[config.mk]
export PLATFORM = sky130hd
export DESIGN_NAME = hazard_fwd_ctrl
export DESIGN_NICKNAME = d
export VERILOG_FILES = /design/src/rtl/hazard_fwd_ctrl_pkg.sv /design/src/rtl/hazard_fwd_ctrl_fwd_match.sv /design/src/rtl/hazard_fwd_ctrl.sv
export SDC_FILE = /design/constraint.sdc
export NUM_CORES = 1
export LEC_CHECK = 0
export BUFFER_PORTS_ARGS = -buffer_cell sky130_fd_sc_hd__clkbuf_2
export CELL_PAD_IN_SITES_DETAIL_PLACEMENT = 0
export CELL_PAD_IN_SITES_GLOBAL_PLACEMENT = 1
export CORE_AREA = 2 2 100 73
export CTS_CLUSTER_DIAMETER = 200
export DETAILED_ROUTE_END_ITERATION = 10
export DIE_AREA = 0 0 102 75
export GPL_ROUTABILITY_DRIVEN = 0
export PLACE_DENSITY = 0.63
export SETUP_SLACK_MARGIN = 0.05
export SLEW_MARGIN = 15
export SYNTH_ARGS = -nofsm -noshare
export SYNTH_HDL_FRONTEND = slang
export SYNTH_SLANG_ARGS = --single-unit
[constraint.sdc]
create_clock -name clk -period 1.6 [get_ports clk]
set_input_delay 0.32 -clock clk [delete_from_list [all_inputs] [get_ports clk]]
set_output_delay 0.32 -clock clk [all_outputs]
set_load 0.01 [all_outputs]
[src/rtl/hazard_fwd_ctrl_pkg.sv]
// rtl/hazard_fwd_ctrl_pkg.sv - shared constants, FSM states and shadow slot types
// Purpose: forward-select encodings, the zero register index, the controller
//          state enumeration and the EX/MEM/WB shadow slot layouts.
// Ports:   none (package)
package hazard_fwd_ctrl_pkg;

  localparam logic [1:0] FWD_RF    = 2'b00;
  localparam logic [1:0] FWD_EXMEM = 2'b01;
  localparam logic [1:0] FWD_MEMWB = 2'b10;

  localparam logic [4:0] REG_ZERO  = 5'd0;

  typedef enum logic [1:0] {
    ST_RUN        = 2'd0,
    ST_LOAD_STALL = 2'd1,
    ST_MEM_WAIT   = 2'd2
  } state_e;

  typedef struct packed {
    logic [4:0] rs;
    logic [4:0] rt;
    logic [4:0] dst;
    logic       we;
    logic       mr;
    logic       v;
  } ex_slot_t;

  typedef struct packed {
    logic [4:0] dst;
    logic       we;
    logic       mr;
  } mem_slot_t;

  typedef struct packed {
    logic [4:0] dst;
    logic       we;
  } wb_slot_t;

endpackage

[src/rtl/hazard_fwd_ctrl_fwd_match.sv]
// rtl/hazard_fwd_ctrl_fwd_match.sv - one EX operand forward select
// Purpose: picks the forwarding source for a single EX source register.
// Ports:   src_i       EX source register index
//          src_valid_i EX slot holds a live instruction
//          mem_dst_i   MEM slot destination, mem_we_i MEM slot writes
//          wb_dst_i    WB slot destination,  wb_we_i  WB slot writes
//          sel_o       2-bit operand mux select
module fwd_match
  import hazard_fwd_ctrl_pkg::*;
(
  input  logic [4:0] src_i,
  input  logic       src_valid_i,
  input  logic [4:0] mem_dst_i,
  input  logic       mem_we_i,
  input  logic [4:0] wb_dst_i,
  input  logic       wb_we_i,
  output logic [1:0] sel_o
);

  always_comb begin
    sel_o = FWD_RF;
    // MEM is checked first: it holds the younger producer, so it wins.
    if (src_valid_i) begin
      if (mem_we_i && (mem_dst_i != REG_ZERO) && (mem_dst_i == src_i)) begin
        sel_o = FWD_EXMEM;
      end else if (wb_we_i && (wb_dst_i != REG_ZERO) && (wb_dst_i == src_i)) begin
        sel_o = FWD_MEMWB;
      end
    end
  end

endmodule

[src/rtl/hazard_fwd_ctrl.sv]
// rtl/hazard_fwd_ctrl.sv - pipeline hazard detection and forwarding control
// Purpose: shadows the EX/MEM/WB pipeline slots, detects load-use hazards,
//          handles flush and memory-wait freeze, and drives forward selects.
// Ports:   clk, rst (sync, active-high)
//          id_valid/id_rs/id_rt/id_dst/id_regwrite/id_memread  ID stage info
//          flush     squash ID instruction, mem_busy  freeze pipeline
//          fwd_a/fwd_b  EX operand mux selects
//          stall     hold PC and IF/ID, bubble_ex  NOP into ID/EX
//          freeze    hold all pipeline registers
module hazard_fwd_ctrl
  import hazard_fwd_ctrl_pkg::*;
(
  input  logic       clk,
  input  logic       rst,
  input  logic       id_valid,
  input  logic [4:0] id_rs,
  input  logic [4:0] id_rt,
  input  logic [4:0] id_dst,
  input  logic       id_regwrite,
  input  logic       id_memread,
  input  logic       flush,
  input  logic       mem_busy,
  output logic [1:0] fwd_a,
  output logic [1:0] fwd_b,
  output logic       stall,
  output logic       bubble_ex,
  output logic       freeze
);

  state_e    state_q, state_d;
  ex_slot_t  ex_q, ex_d;
  mem_slot_t mem_q, mem_d;
  wb_slot_t  wb_q, wb_d;

  logic load_use;
  logic run_stall, run_bubble;
  state_e run_next;

  assign load_use = id_valid && ex_q.v && ex_q.we && ex_q.mr &&
                    (ex_q.dst != REG_ZERO) &&
                    ((ex_q.dst == id_rs) || (ex_q.dst == id_rt));

  // Normal (non-frozen) evaluation, shared by RUN, LOAD_STALL and the
  // first idle cycle out of MEM_WAIT. Flush outranks load-use.
  always_comb begin
    run_stall  = 1'b0;
    run_bubble = 1'b0;
    run_next   = ST_RUN;
    if (flush) begin
      run_bubble = 1'b1;
    end else if (load_use) begin
      run_stall  = 1'b1;
      run_bubble = 1'b1;
      run_next   = ST_LOAD_STALL;
    end
  end

  always_comb begin
    state_d   = ST_RUN;
    stall     = 1'b0;
    bubble_ex = 1'b0;
    freeze    = 1'b0;
    case (state_q)
      ST_MEM_WAIT: begin
        if (mem_busy) begin
          state_d = ST_MEM_WAIT;
          stall   = 1'b1;
          freeze  = 1'b1;
        end else begin
          state_d   = run_next;
          stall     = run_stall;
          bubble_ex = run_bubble;
        end
      end
      default: begin
        if (mem_busy) begin
          state_d = ST_MEM_WAIT;
          stall   = 1'b1;
          freeze  = 1'b1;
        end else begin
          state_d   = run_next;
          stall     = run_stall;
          bubble_ex = run_bubble;
        end
      end
    endcase
  end

  always_comb begin
    ex_d  = ex_q;
    mem_d = mem_q;
    wb_d  = wb_q;
    if (!mem_busy) begin
      if (bubble_ex) begin
        ex_d = '0;
      end else begin
        ex_d.rs  = id_rs;
        ex_d.rt  = id_rt;
        ex_d.dst = id_dst;
        ex_d.we  = id_regwrite && id_valid;
        ex_d.mr  = id_memread && id_valid;
        ex_d.v   = id_valid;
      end
      mem_d.dst = ex_q.dst;
      mem_d.we  = ex_q.we;
      mem_d.mr  = ex_q.mr;
      wb_d.dst  = mem_q.dst;
      wb_d.we   = mem_q.we;
    end
  end

  always_ff @(posedge clk) begin
    if (rst) begin
      state_q <= ST_RUN;
      ex_q    <= '0;
      mem_q   <= '0;
      wb_q    <= '0;
    end else begin
      state_q <= state_d;
      ex_q    <= ex_d;
      mem_q   <= mem_d;
      wb_q    <= wb_d;
    end
  end

  fwd_match u_fwd_a (
    .src_i       (ex_q.rs),
    .src_valid_i (ex_q.v),
    .mem_dst_i   (mem_q.dst),
    .mem_we_i    (mem_q.we),
    .wb_dst_i    (wb_q.dst),
    .wb_we_i     (wb_q.we),
    .sel_o       (fwd_a)
  );

  fwd_match u_fwd_b (
    .src_i       (ex_q.rt),
    .src_valid_i (ex_q.v),
    .mem_dst_i   (mem_q.dst),
    .mem_we_i    (mem_q.we),
    .wb_dst_i    (wb_q.dst),
    .wb_we_i     (wb_q.we),
    .sel_o       (fwd_b)
  );

endmodule

## After elaboration in Yosys (flattened, before gate mapping)

Cells that the tools add are included.

| word-level totals | value |
|---|---|
| output and inout port bits | 7 |
| bits in latches | 0 |
| register bits after elaboration | 30 |
| memory bits (writable) | 0 |
| input port bits | 22 |
| ROM bits | 0 |
| memories kept | 0 |

| cells by class | value |
|---|---|
| add/subtract/negate cells | 0 |
| shifts and indexed selects | 0 |
| bitwise logic cells | 0 |
| equal/unequal tests | 6 |
| magnitude comparators | 0 |
| divide/modulo/power cells | 0 |
| $mul | 0 |
| multiplexer cells | 13 |
| reductions and logical operators | 17 |

Operator list:

| kind | count |
|---|---|
| $eq 5x5->1 | 6 |
| $mux 18 | 1 |
| $reduce_bool 5->1 | 3 |
| $logic_and 1x1->1 | 13 |
| $mux 2 | 6 |
| $mux 1 | 6 |
| $logic_or 1x1->1 | 1 |

## Depth between registers and ports, before layout

Gate-level depths: netlist of the first run.

| depth | value |
|---|---|
| word-level depth | 9 |
| gate-level depth with buffers | 6 |
| gate-level depth less buffers | 5 |

## Hierarchy

A second synthesis of the first run with hierarchy kept.

| second synthesis, totals | value |
|---|---|
| cells, all modules | 186 |
| area, all modules | 1,645.3 um^2 |

By module, submodules not included:

| module | times used | area each (um^2) | cells each |
|---|---|---|---|
| hazard_fwd_ctrl | 1 | 1,315.0 | 144 |
| fwd_match | 2 | 165.2 | 21 |

## Worst setup path after synthesis of the first run

Ideal clock, no wire load.

| path | value |
|---|---|
| kind | reg-to-output |
| from | register mem_q[3] (netlist bit) |
| to | output port fwd_a[1] |
| required time | 1.280 ns |
| arrival time | 1.442 ns |
| path slack | -0.162 ns |
| cell stages (with the launch flop) | 5 |
| cell sequence | dfxtp_1 -> or4_1 -> o21ai_1 -> nor4_1 -> nor4_2 |

| on the way | value |
|---|---|
| longest elaborated chain between the ends | 5 |
| elaborated cells on any way between the ends | 6 |
| classes of those cells | 1 x eq/ne; 2 x mux; 3 x reduce/logical |

Ends and longest elaborated chain:

| what | RTL line | source |
|---|---|---|
| from (decl) | hazard_fwd_ctrl.sv:32 | `mem_slot_t mem_q, mem_d;` |
| from (signal assigned) | hazard_fwd_ctrl.sv:121 | `mem_q <= mem_d;` |
| $reduce_bool 5->1 | hazard_fwd_ctrl_fwd_match.sv:24 | `if (mem_we_i && (mem_dst_i != REG_ZERO) && (mem_dst_i == src_i)) begin` |
| $logic_and 1x1->1 | hazard_fwd_ctrl_fwd_match.sv:24 |  |
| $logic_and 1x1->1 (*) | hazard_fwd_ctrl_fwd_match.sv:24 |  |
| $mux 2 (*) | hazard_fwd_ctrl_fwd_match.sv:24 |  |
| $mux 2 (*) | hazard_fwd_ctrl_fwd_match.sv:23 | `if (src_valid_i) begin` |
| to (decl) | hazard_fwd_ctrl.sv:23 | `output logic [1:0] fwd_a,` |

Mark *: on every way between the ends. The rest lies on a longest branch, timed or not.

## Worst setup path in the final report of the first run

| path | value |
|---|---|
| from | register mem_q[4] (netlist bit) |
| to | output port fwd_a[1] |

The elaborated chain is that of the path after synthesis.

==> results.ini, run 1 <==
[drt]
final_antenna_net_count = 0
wire_per_inst_um = 14.75
first_pass_iters = 4
finalWirelength_um = 5059
vias_per_cell = 4.487
via_count = 1539
drc = 0
drtIter0Drc = 67

[outcome]
failed_checks = negative setup slack
status = finished with violations

[die]
ioPinCount = 29
start_util = 0.2453
rows = 25
die_area_um2 = 7650
die_h_um = 75
fp.coreArea_um2 = 6631
die_width_um = 102

[global_routing]
grt_usage = 0.1407
grt_max_degree = 26
grt_pass1_wl_um = 8010
grt_antenna_before_repair = 0
grt_pass1_vias = 1544
overflow = 0

[synthesis]
syn_avg_cell_area_um2 = 9.036
synthesis.nets = 202
syn_inst = 180
synth-seq-cells = 30
ys_seq_area_frac = 0.3692
ys.warnings.count = 0
synth_cell_types = 32
syn_area_um2 = 1627

[timing]
min_period_ns = 2.123
relSlewSlack = 0.7623
fin_crit_sh = 1.327
maxSlewViolCount = 0
skew_ns = 0.003276
setup_tns_ns = -3.644
hold_viol_final = 0
fin_ws_ns = -0.5234
worst_pin_slew_ns = 0.3565
fmax_ghz = 0.4709
setup_viol = 19
rsz0062_at_grt = true

[pwr]
irDropWorstVdd_mv = 0.2935
finalPower_w = 0.001765
p_leak_nw = 1.077
powerDensity_nw_per_um2 = 678.8

[min_path]
hp-class = input port to register
hold_start = id_dst[4]
min_to = ex_q[7]
min_path_cells = 3

[place]
hpwl_um = 3644
placed_cell_area_um2 = 2130
port_buffers = 28
dp_cells = 325

[critical_path]
crit_buf_inv = 2
reg2reg_slack_ns = -0.12
reg2reg_to = ex_q[2]
max_stage_delay_ns = 0.54
arrival_ns = 1.80
crit_type = register to output port
critPathMaxFanout = 2
required_ns = 1.28
endpoint_kind = output port
critPathLaunchType = register
cpMostUsedCell = nor4_4
path_cells = or4_4 > o21ai_4 > buf_6 > nor4_4 > nor4_4 > buf_2
worst-r2r-cell-count = 6
reg2reg_from = ex_q[3]
crit_family = simple AND/OR/NAND/NOR gates
slowest_stage = or4_4
startpoint = mem_q[4]

[cells_and_area]
fillers = 685
n_antenna_cell = 0
drive_above_1_share = 0.5181
nNetsFinal = 270
instances_no_fill = 343
stdcell_area_um2 = 2600
area_growth_pct = 59.85

[clocking]
clock_sinks = 30
cts_hold_buf = 0
cts_tree = built
cts_buffers = 5
clock_latency_ns = 0.29
clk_pin_slew_worst_paths_ns = 0.07
cts_buffer_depth = 2
root_buffer = clkbuf_8
htree_levels = 2

[job]
maxCapViolations = 0

## synth_stat cells
| library cell | instances | area (µm²) |
|---|---|---|
| o211ai_1 | 1 | 7.510 |
| dfxtp_1 | 30 | 600.6 |
| inv_1 | 1 | 3.750 |
| o2111ai_2 | 1 | 15.01 |
| a22oi_2 | 1 | 12.51 |
| buf_2 | 1 | 5.000 |
| o2111ai_1 | 12 | 105.1 |
| buf_6 | 2 | 22.52 |
| o21ai_2 | 1 | 8.760 |
| o21ai_1 | 9 | 45.04 |
| o21a_1 | 1 | 7.510 |
| xor2_1 | 22 | 192.7 |
| buf_4 | 1 | 7.510 |
| nand3_1 | 3 | 15.01 |
| nand3b_1 | 5 | 37.54 |
| nor3_1 | 4 | 20.02 |
| mux2i_1 | 12 | 120.1 |
| or4_1 | 3 | 22.52 |
| o22ai_1 | 7 | 43.79 |
| clkbuf_1 | 7 | 26.28 |
| and4_1 | 1 | 8.760 |
| clkbuf_4 | 2 | 15.01 |
| and2_1 | 2 | 12.51 |
| o21ai_0 | 2 | 10.01 |
| o31ai_1 | 1 | 7.510 |
| o21ai_4 | 1 | 16.27 |
| nor4_1 | 2 | 12.51 |
| nand2_1 | 18 | 67.56 |
| xnor2_1 | 8 | 70.07 |
| or4_4 | 1 | 11.26 |
| nor2_1 | 17 | 63.81 |
| nor4_2 | 1 | 12.51 |
## worst reg2reg max path: cells and delay by family, from the launching register on
kind | cells | cell delay, ns
buf+inv | 2 | 0.24
flops | 1 | 0.36
simple gates | 1 | 0.54
compound gates | 3 | 0.51
## how the worst max path moves through the flow
stage,cells after the start,slack (ns),endpoint
4_1_cts,6,-0.53,fwd_a[1]
5_1_grt,6,-0.60,fwd_a[1]
3_5_place_dp,5,-0.25,fwd_b[1]
3_3_place_gp,5,-0.24,fwd_b[1]
2_1_floorplan,4,-0.11,bubble_ex
6_report,6,-0.52,fwd_a[1]
## power by group
part	internal [W]	switching (W)	leakage [nW]
Clock	0.000345	0.000308	0.0472
Combinational	0.000148	0.000171	0.779
Sequential	0.000767	0.0000245	0.250
Total	0.00126	0.000504	1.08
## logic make-up (layout without fill, tap and decap cells)
| group | Yosys count | count (layout) | synth area share |
|---|---|---|---|
| AOI/OAI and AO/OA | 37 | 37 | 0.1715 |
| xor gates and xnor gates | 30 | 30 | 0.1615 |
| buffers and inverters | 14 | 83 | 0.04923 |
| DFF | 30 | 30 | 0.3692 |
| muxes | 12 | 12 | 0.07385 |
| and+or+nand+nor | 57 | 57 | 0.1746 |
## metrics by stage
stage	setup slack, ns	utilization	hold WS [ns]
finish	-0.5234	0.3921	0.2999
global route	-0.5979	0.3921	0.3189
CTS	-0.5320	0.3577	0.2906
detailed placement	-0.2524	0.3211	0.4646
global placement	-0.2411	0.3211	0.4574
floorplan	-0.1145	-	0.4426
## area by class of cell
| cell class | instances | area [µm²] | area share |
|---|---|---|---|
| Multi-Input combinational cell | 136 | 1225 | 0.4711 |
| Clock buffer | 6 | 82.58 | 0.03176 |
| Inverter | 1 | 3.754 | 0.001444 |
| Clock inverter | 2 | 12.51 | 0.004812 |
| Tap cell | 94 | 117.6 | 0.04524 |
| Timing Repair Buffer | 74 | 536.8 | 0.2064 |
| Sequential cell | 30 | 621.8 | 0.2392 |
## what timing repair did
action,4_1_cts,5_1_grt
pin swaps,8,22
setup buffers,10,3
cloned,0,1
setup endpoints to repair,19,24
hold endpoints to repair,0,0
resized for setup,21,37
## per-layer routing
metal | routed length, µm | GRT usage
met4 | 68 | 0.04444
met2 | 2087 | 0.1981
met3 | 170 | 0.04085
met5 | 0 | 0
met1 | 2732 | 0.2061
## flip-flops by register name, summed over array words and instances (netlist names)
register and cells:
ex_q 18, wb_q 6, mem_q 6
## layout by cell type, fill, tap and decap left out, drive strengths merged
master and n:
dfxtp 30, mux2i 12, clkinv 1, nand3b 5
inv 1, o21a 1, nor2 17, clkinvlp 1
o22ai 7, o2111ai 13, and4 1, buf 47
o211ai 1, nand3 3, o31ai 1, xnor2 8
nor4 3, or4 4, nor3 4, a22oi 1
clkbuf 33, xor2 22, o21ai 13, and2 2
nand2 18
(Power assumes the default switching activity.)
==> run 2: changes to the inputs <==
--- a/config.mk
+++ b/config.mk
@@ -9,6 +9,7 @@
 export CELL_PAD_IN_SITES_DETAIL_PLACEMENT = 0
 export CELL_PAD_IN_SITES_GLOBAL_PLACEMENT = 1
 export CORE_AREA = 2 2 100 73
+export CTS_BUF_LIST = sky130_fd_sc_hd__clkbuf_16
 export CTS_CLUSTER_DIAMETER = 200
 export DETAILED_ROUTE_END_ITERATION = 10
 export DIE_AREA = 0 0 102 75
==> run 2 against run 1 <==
Effect of this change:
- the flow still finishes with violations (negative setup slack)
- via count decreased by 0.32%
- clock power grew 40%
- sequential power is essentially flat
- first-iteration DRC count is 19% higher
- sequential share of layout area shrank 0.54 points
- die area stayed put
- clock skew barely moved
- register-to-register slack got worse by 0.04 ns
- power is 15% higher
- final area grew 2.7%
- count of clock-buffer cells in the layout fell by 1
- highest routed layer unchanged
==> results.ini, run 2 (same netlist as run 1, synthesis figures left out) <==
[outcome]
status = finished with violations
failed_checks = negative setup slack

[global_routing]
grt_pass1_vias = 1559
grtUsageMet1 = 0.2039
overflow = 0
grt_usage = 0.1465
use_met2 = 0.2142
grt_pass1_wl_um = 8169
busiest_layer = met2
grt.met3_usage = 0.04550
grt_max_degree = 26
grt_antenna_before_repair = 0

[cells_and_area]
n_antenna_cell = 0
stdcell_area_um2 = 2671
drive_above_1_share = 0.5282
final_cell_mix = 35 x buf_4, 25 x clkbuf_2, 18 x nand2_1
largest_reg_flops = 18
nNetsFinal = 269
area_growth_pct = 64.23
final_common_cell = buf_4
instances_no_fill = 342
regMostFlops = ex_q
top_regs = ex_q (18), mem_q (6), wb_q (6)
final_util = 0.4028

[timing]
relSlewSlack = 0.7236
min_period_ns = 2.111
skew_ns = 0.002993
fin_crit_sh = 1.320
rsz0062_at_grt = true
setup_viol = 19
maxSlewViolCount = 0
hold-worst-slack_ns = 0.3129
fin_ws_ns = -0.5112
hold_viol_final = 0
worst_pin_slew_ns = 0.4146
fmax_ghz = 0.4737

[drt]
via_count = 1534
vias_per_cell = 4.485
drc = 0
final_antenna_net_count = 0
finalWirelength_um = 5166
drtIter0Drc = 80
wire_per_inst_um = 15.11
first_pass_iters = 4

[pwr]
irDropWorstVdd_mv = 0.3311
comb_power_share = 0.158
seqPwrFrac = 0.392
p_clk_frac = 0.450
p_leak_nw = 1.102
internal_power_w = 0.001483
switching_power_w = 0.0005416
powerDensity_nw_per_um2 = 757.7
sw_frac_of_total = 0.2676

[clocking]
cts_tree = built
root_buffer = clkbuf_16
clock_sinks = 30
cts_buffer_depth = 2
cts_buffers = 5
clock_latency_ns = 0.28
clk_pin_slew_worst_paths_ns = 0.05
htree_levels = 2
cts_hold_buf = 0

[die]
die_area_um2 = 7650
die_width_um = 102
ioPinCount = 29
fp.coreArea_um2 = 6631
start_util = 0.2453
rows = 25
die_h_um = 75

[job]
maxCapViolations = 0

[place]
dp_cells = 325
hpwl_um = 3644
placed_cell_area_um2 = 2130
place_worst_setup_slack_ns = -0.2524
port_buffers = 28

[min_path]
hp-class = input port to register

[critical_path]
crit_type = register to output port
critPathLaunchType = register
endpoint_kind = output port
required_ns = 1.28
arrival_ns = 1.79
critPathMaxFanout = 2

## run 2: routing by layer
layer	vias to the layer above	part of all wire
li1	773	-
met1	733	0.54
met2	20	0.42
met3	8	0.030
met4	0	0.014
met5	-	0
## run 2: final timing paths
kind	start	endpoint	slack [ns]	cells past startpoint
hold / removal	id_dst[0]	ex_q[3]	0.31	3
setup / recovery	mem_q[4]	fwd_a[0]	-0.51	6
setup reg to reg	ex_q[3]	ex_q[2]	-0.16	6
hold reg to reg	ex_q[1]	ex_q[1]	0.47	2
## run 2: metrics by stage
step | power, W | setup TNS [ns]
after global routing | 0.002098 | -4.809
after global placement | 0.001051 | -1.571
after floorplan | 0.0009470 | -0.3128
final | 0.002024 | -3.517
after detailed placement | 0.001051 | -1.715
after CTS | 0.001976 | -4.119
## run 2: area by class of cell
class	count	area, µm²
Timing Repair Buffer	73	541.8
Clock buffer	5	125.1
Tap cell	94	117.6
Clock inverter	3	16.27
Multi-Input combinational cell	136	1242
Inverter	1	3.754
Sequential cell	30	624.3
Fill cell	661	3960
## run 2: power groups by stage
stage	Sequential, W	Clock [W]	Combinational, W
finish	0.000793	0.000911	0.000321
global route	0.000795	0.000956	0.000347
CTS	0.000792	0.000924	0.000260
detailed placement	0.000810	0	0.000241
global placement	0.000810	0	0.000241
floorplan	0.000807	0	0.000140
## run 2: worst max-delay path, cell delays in order, from the launching register on
cell and delay (ns):
dfxtp_1 0.31, or4_4 0.55, o21ai_4 0.20, buf_6 0.13, nor4_4 0.04, and2_1 0.16
buf_2 0.13
## run 2: repair_timing
| action | CTS | global route |
|---|---|---|
| pin swaps | 8 | 22 |
| cloned | 0 | 1 |
| resized for setup | 21 | 45 |
| hold endpoints to repair | 0 | 0 |
| buffers inserted | 8 | 4 |
| setup endpoints to repair | 19 | 24 |
==> run 3: changes to the inputs <==
--- a/config.mk
+++ b/config.mk
@@ -5,16 +5,17 @@
 export SDC_FILE = /design/constraint.sdc
 export NUM_CORES = 1
 export LEC_CHECK = 0
+export ABC_AREA = 1
 export BUFFER_PORTS_ARGS = -buffer_cell sky130_fd_sc_hd__clkbuf_2
 export CELL_PAD_IN_SITES_DETAIL_PLACEMENT = 0
 export CELL_PAD_IN_SITES_GLOBAL_PLACEMENT = 1
-export CORE_AREA = 2 2 100 73
+export CORE_AREA = 2 2 101 74
 export CTS_BUF_LIST = sky130_fd_sc_hd__clkbuf_16
 export CTS_CLUSTER_DIAMETER = 200
 export DETAILED_ROUTE_END_ITERATION = 10
-export DIE_AREA = 0 0 102 75
+export DIE_AREA = 0 0 103 76
 export GPL_ROUTABILITY_DRIVEN = 0
-export PLACE_DENSITY = 0.63
+export PLACE_DENSITY = 0.65
 export SETUP_SLACK_MARGIN = 0.05
 export SLEW_MARGIN = 15
 export SYNTH_ARGS = -nofsm -noshare
==> run 3 against run 2 <==
Effect of this change:
- the flow still finishes with violations (negative setup slack)
- final cell count up 9.4%
- sequential share of layout area up 4.3 points
- power up 13%
- sequential power up 6.9%
- critical endpoint is now fwd_b[1]
- non-clock buffer count down 28
- first-iteration DRC count down 24%
- synthesized cell count up 28%
- largest power group unchanged
- synthesized area up 1.7%
==> results.ini, run 3 <==
[drt]
drc = 0
vias_per_cell = 4.222
finalWirelength_um = 4734
final_antenna_net_count = 0
first_pass_iters = 4
drtIter0Drc = 61
via_count = 1579
wire_per_inst_um = 12.66

[place]
hpwl_um = 3339
port_buffers = 28

[timing]
hold-worst-slack_ns = 0.2440
relSlewSlack = 0.5430
maxSlewViolCount = 0
skew_ns = 0.003460
setup_viol = 6
min_period_ns = 1.795
hold_viol_final = 0
fin_ws_ns = -0.1954
rsz0062_at_grt = true
worst_pin_slew_ns = 0.6847
fin_crit_sh = 1.122
fmax_ghz = 0.5570

[cells_and_area]
top_regs = ex_q (18), mem_q (6), wb_q (6)
final_cell_mix = 34 x nand2_1, 22 x o21ai_0, 22 x clkbuf_2
largest_reg_flops = 18
drive_above_1_share = 0.4493
final_common_cell = nand2_1
regMostFlops = ex_q
nNetsFinal = 297
area_growth_pct = 42.44
n_antenna_cell = 0

[critical_path]
reg2reg_slack_ns = 0.10
reg2reg_to = ex_q[11]
worst-r2r-cell-count = 12
critPathLaunchType = register
arrival_ns = 1.48
critPathMaxFanout = 3
reg2reg_from = ex_q[3]
startpoint = ex_q[10]
endpoint_kind = output port
critPathCapture = fwd_b[1]
crit_type = register to output port
required_ns = 1.28

[clocking]
root_buffer = clkbuf_16
cts_hold_buf = 0
clk_pin_slew_worst_paths_ns = 0.05
cts_buffers = 5
clock_sinks = 30
cts_tree = built
cts_buffer_depth = 2
htree_levels = 2
clock_latency_ns = 0.28

[synthesis]
synthTopCellsByArea = dfxtp_1 36%, nand2_1 9.5%, o21ai_0 7.9%
synth.most_common_cell = nand2_1
syn_area_um2 = 1654
synth_edf_count = 0
yosys_most_used_dff = dfxtp_1
synth-seq-cells = 30
async_flop_share = 0
synth_top_area_cell = dfxtp_1
syn_inst = 231
synth_top_area_frac = 0.3631
synth_cell_types = 30
ys.warnings.count = 0
ys_seq_area_frac = 0.3631
syn_avg_cell_area_um2 = 7.161
synth_common_cells = 42 x nand2_1, 30 x dfxtp_1, 28 x nor2_1
synthesis.nets = 253

[die]
start_util = 0.2376
die_width_um = 103
rows = 26
ioPinCount = 29
die_area_um2 = 7828
die_h_um = 76
fp.coreArea_um2 = 6962

[global_routing]
grt_pass1_vias = 1527
grt_max_degree = 30
grt_pass1_wl_um = 7728
grt_usage = 0.1271
grt_antenna_before_repair = 0
overflow = 0

[outcome]
status = finished with violations
failed_checks = negative setup slack

[min_path]
hp-class = input port to register

[pwr]
finalPower_w = 0.002291
irDropWorstVdd_mv = 0.4226
p_leak_nw = 1.070
powerDensity_nw_per_um2 = 972.4

[job]
maxCapViolations = 0

run 3: cell type report:
type                       instances  area [µm²]
tap                               98       122.6
inverter                          26       100.1
sequential                        30       651.9
fill                             757        4606
multi-input combinational        167        1042
clock inverter                     3       40.04
clock buffer                       5       125.1
timing repair buffer              45       274.0
run 3: power by group:
group	switching [W]	total, W	internal [W]
registers	0.0000594	0.000848	0.000788
clock network	0.000344	0.00107	0.000727
logic	0.000200	0.000372	0.000172
total	0.000603	0.00229	0.00169
run 3: worst min-delay path by stage:
stage | from | to | slack [ns] | depth (start not counted)
floorplan | rst | ex_q[0] | 0.39 | 1
global placement | ex_q[1] | ex_q[1] | 0.45 | 2
detailed placement | ex_q[1] | ex_q[1] | 0.46 | 2
CTS | rst | ex_q[2] | 0.25 | 2
global route | rst | ex_q[2] | 0.25 | 2
finish | rst | ex_q[0] | 0.24 | 2
run 3: timing repair:
action                                 CTS  global route
endpoints found under the hold margin    0             0
resized for setup                       34            47
cloned                                   1             0
pin swaps                               13            20
buffers inserted                         3             3
setup endpoints to repair               12            21
run 3: critical path, cell delays in order, from the launching register on:
cell and delay [ns]:
dfxtp_1 0.31, buf_4 0.15, xnor2_2 0.15, nand4_1 0.12, nor2_1 0.12, nand2_2 0.07
nor3b_2 0.15, buf_2 0.14
run 3: per-layer routing:
layer,up-vias,part of all wire,global-route usage
met5,-,0,0
met4,0,0.011,0.03553
met3,7,0.030,0.02844
met2,29,0.42,0.1734
met1,715,0.53,0.1971
li1,828,-,-
run 3: cell families (layout without fill, tap and decap cells):
family          count (synthesis)  count (layout)  share of synthesized area
flops                          30              30                     0.3631
compound gates                 43              43                     0.1339
mux                             5               5                    0.03026
buf+inv                        35              79                     0.1029
simple gates                  102             103                     0.2852
xor+xnor                       16              16                    0.08472
run 3: stage by stage:
stage	cells	util	instance area, µm²	TNS, ns	setup slack [ns]
floorplan	231	-	1654	0	0.1111
global placement	360	0.2779	1934	-0.02174	-0.01239
detailed placement	360	0.2779	1934	-0.05271	-0.03372
CTS	372	0.3178	2212	-0.9391	-0.2199
global route	374	0.3384	2356	-1.461	-0.2917
finish	374	0.3384	2356	-0.8728	-0.1954
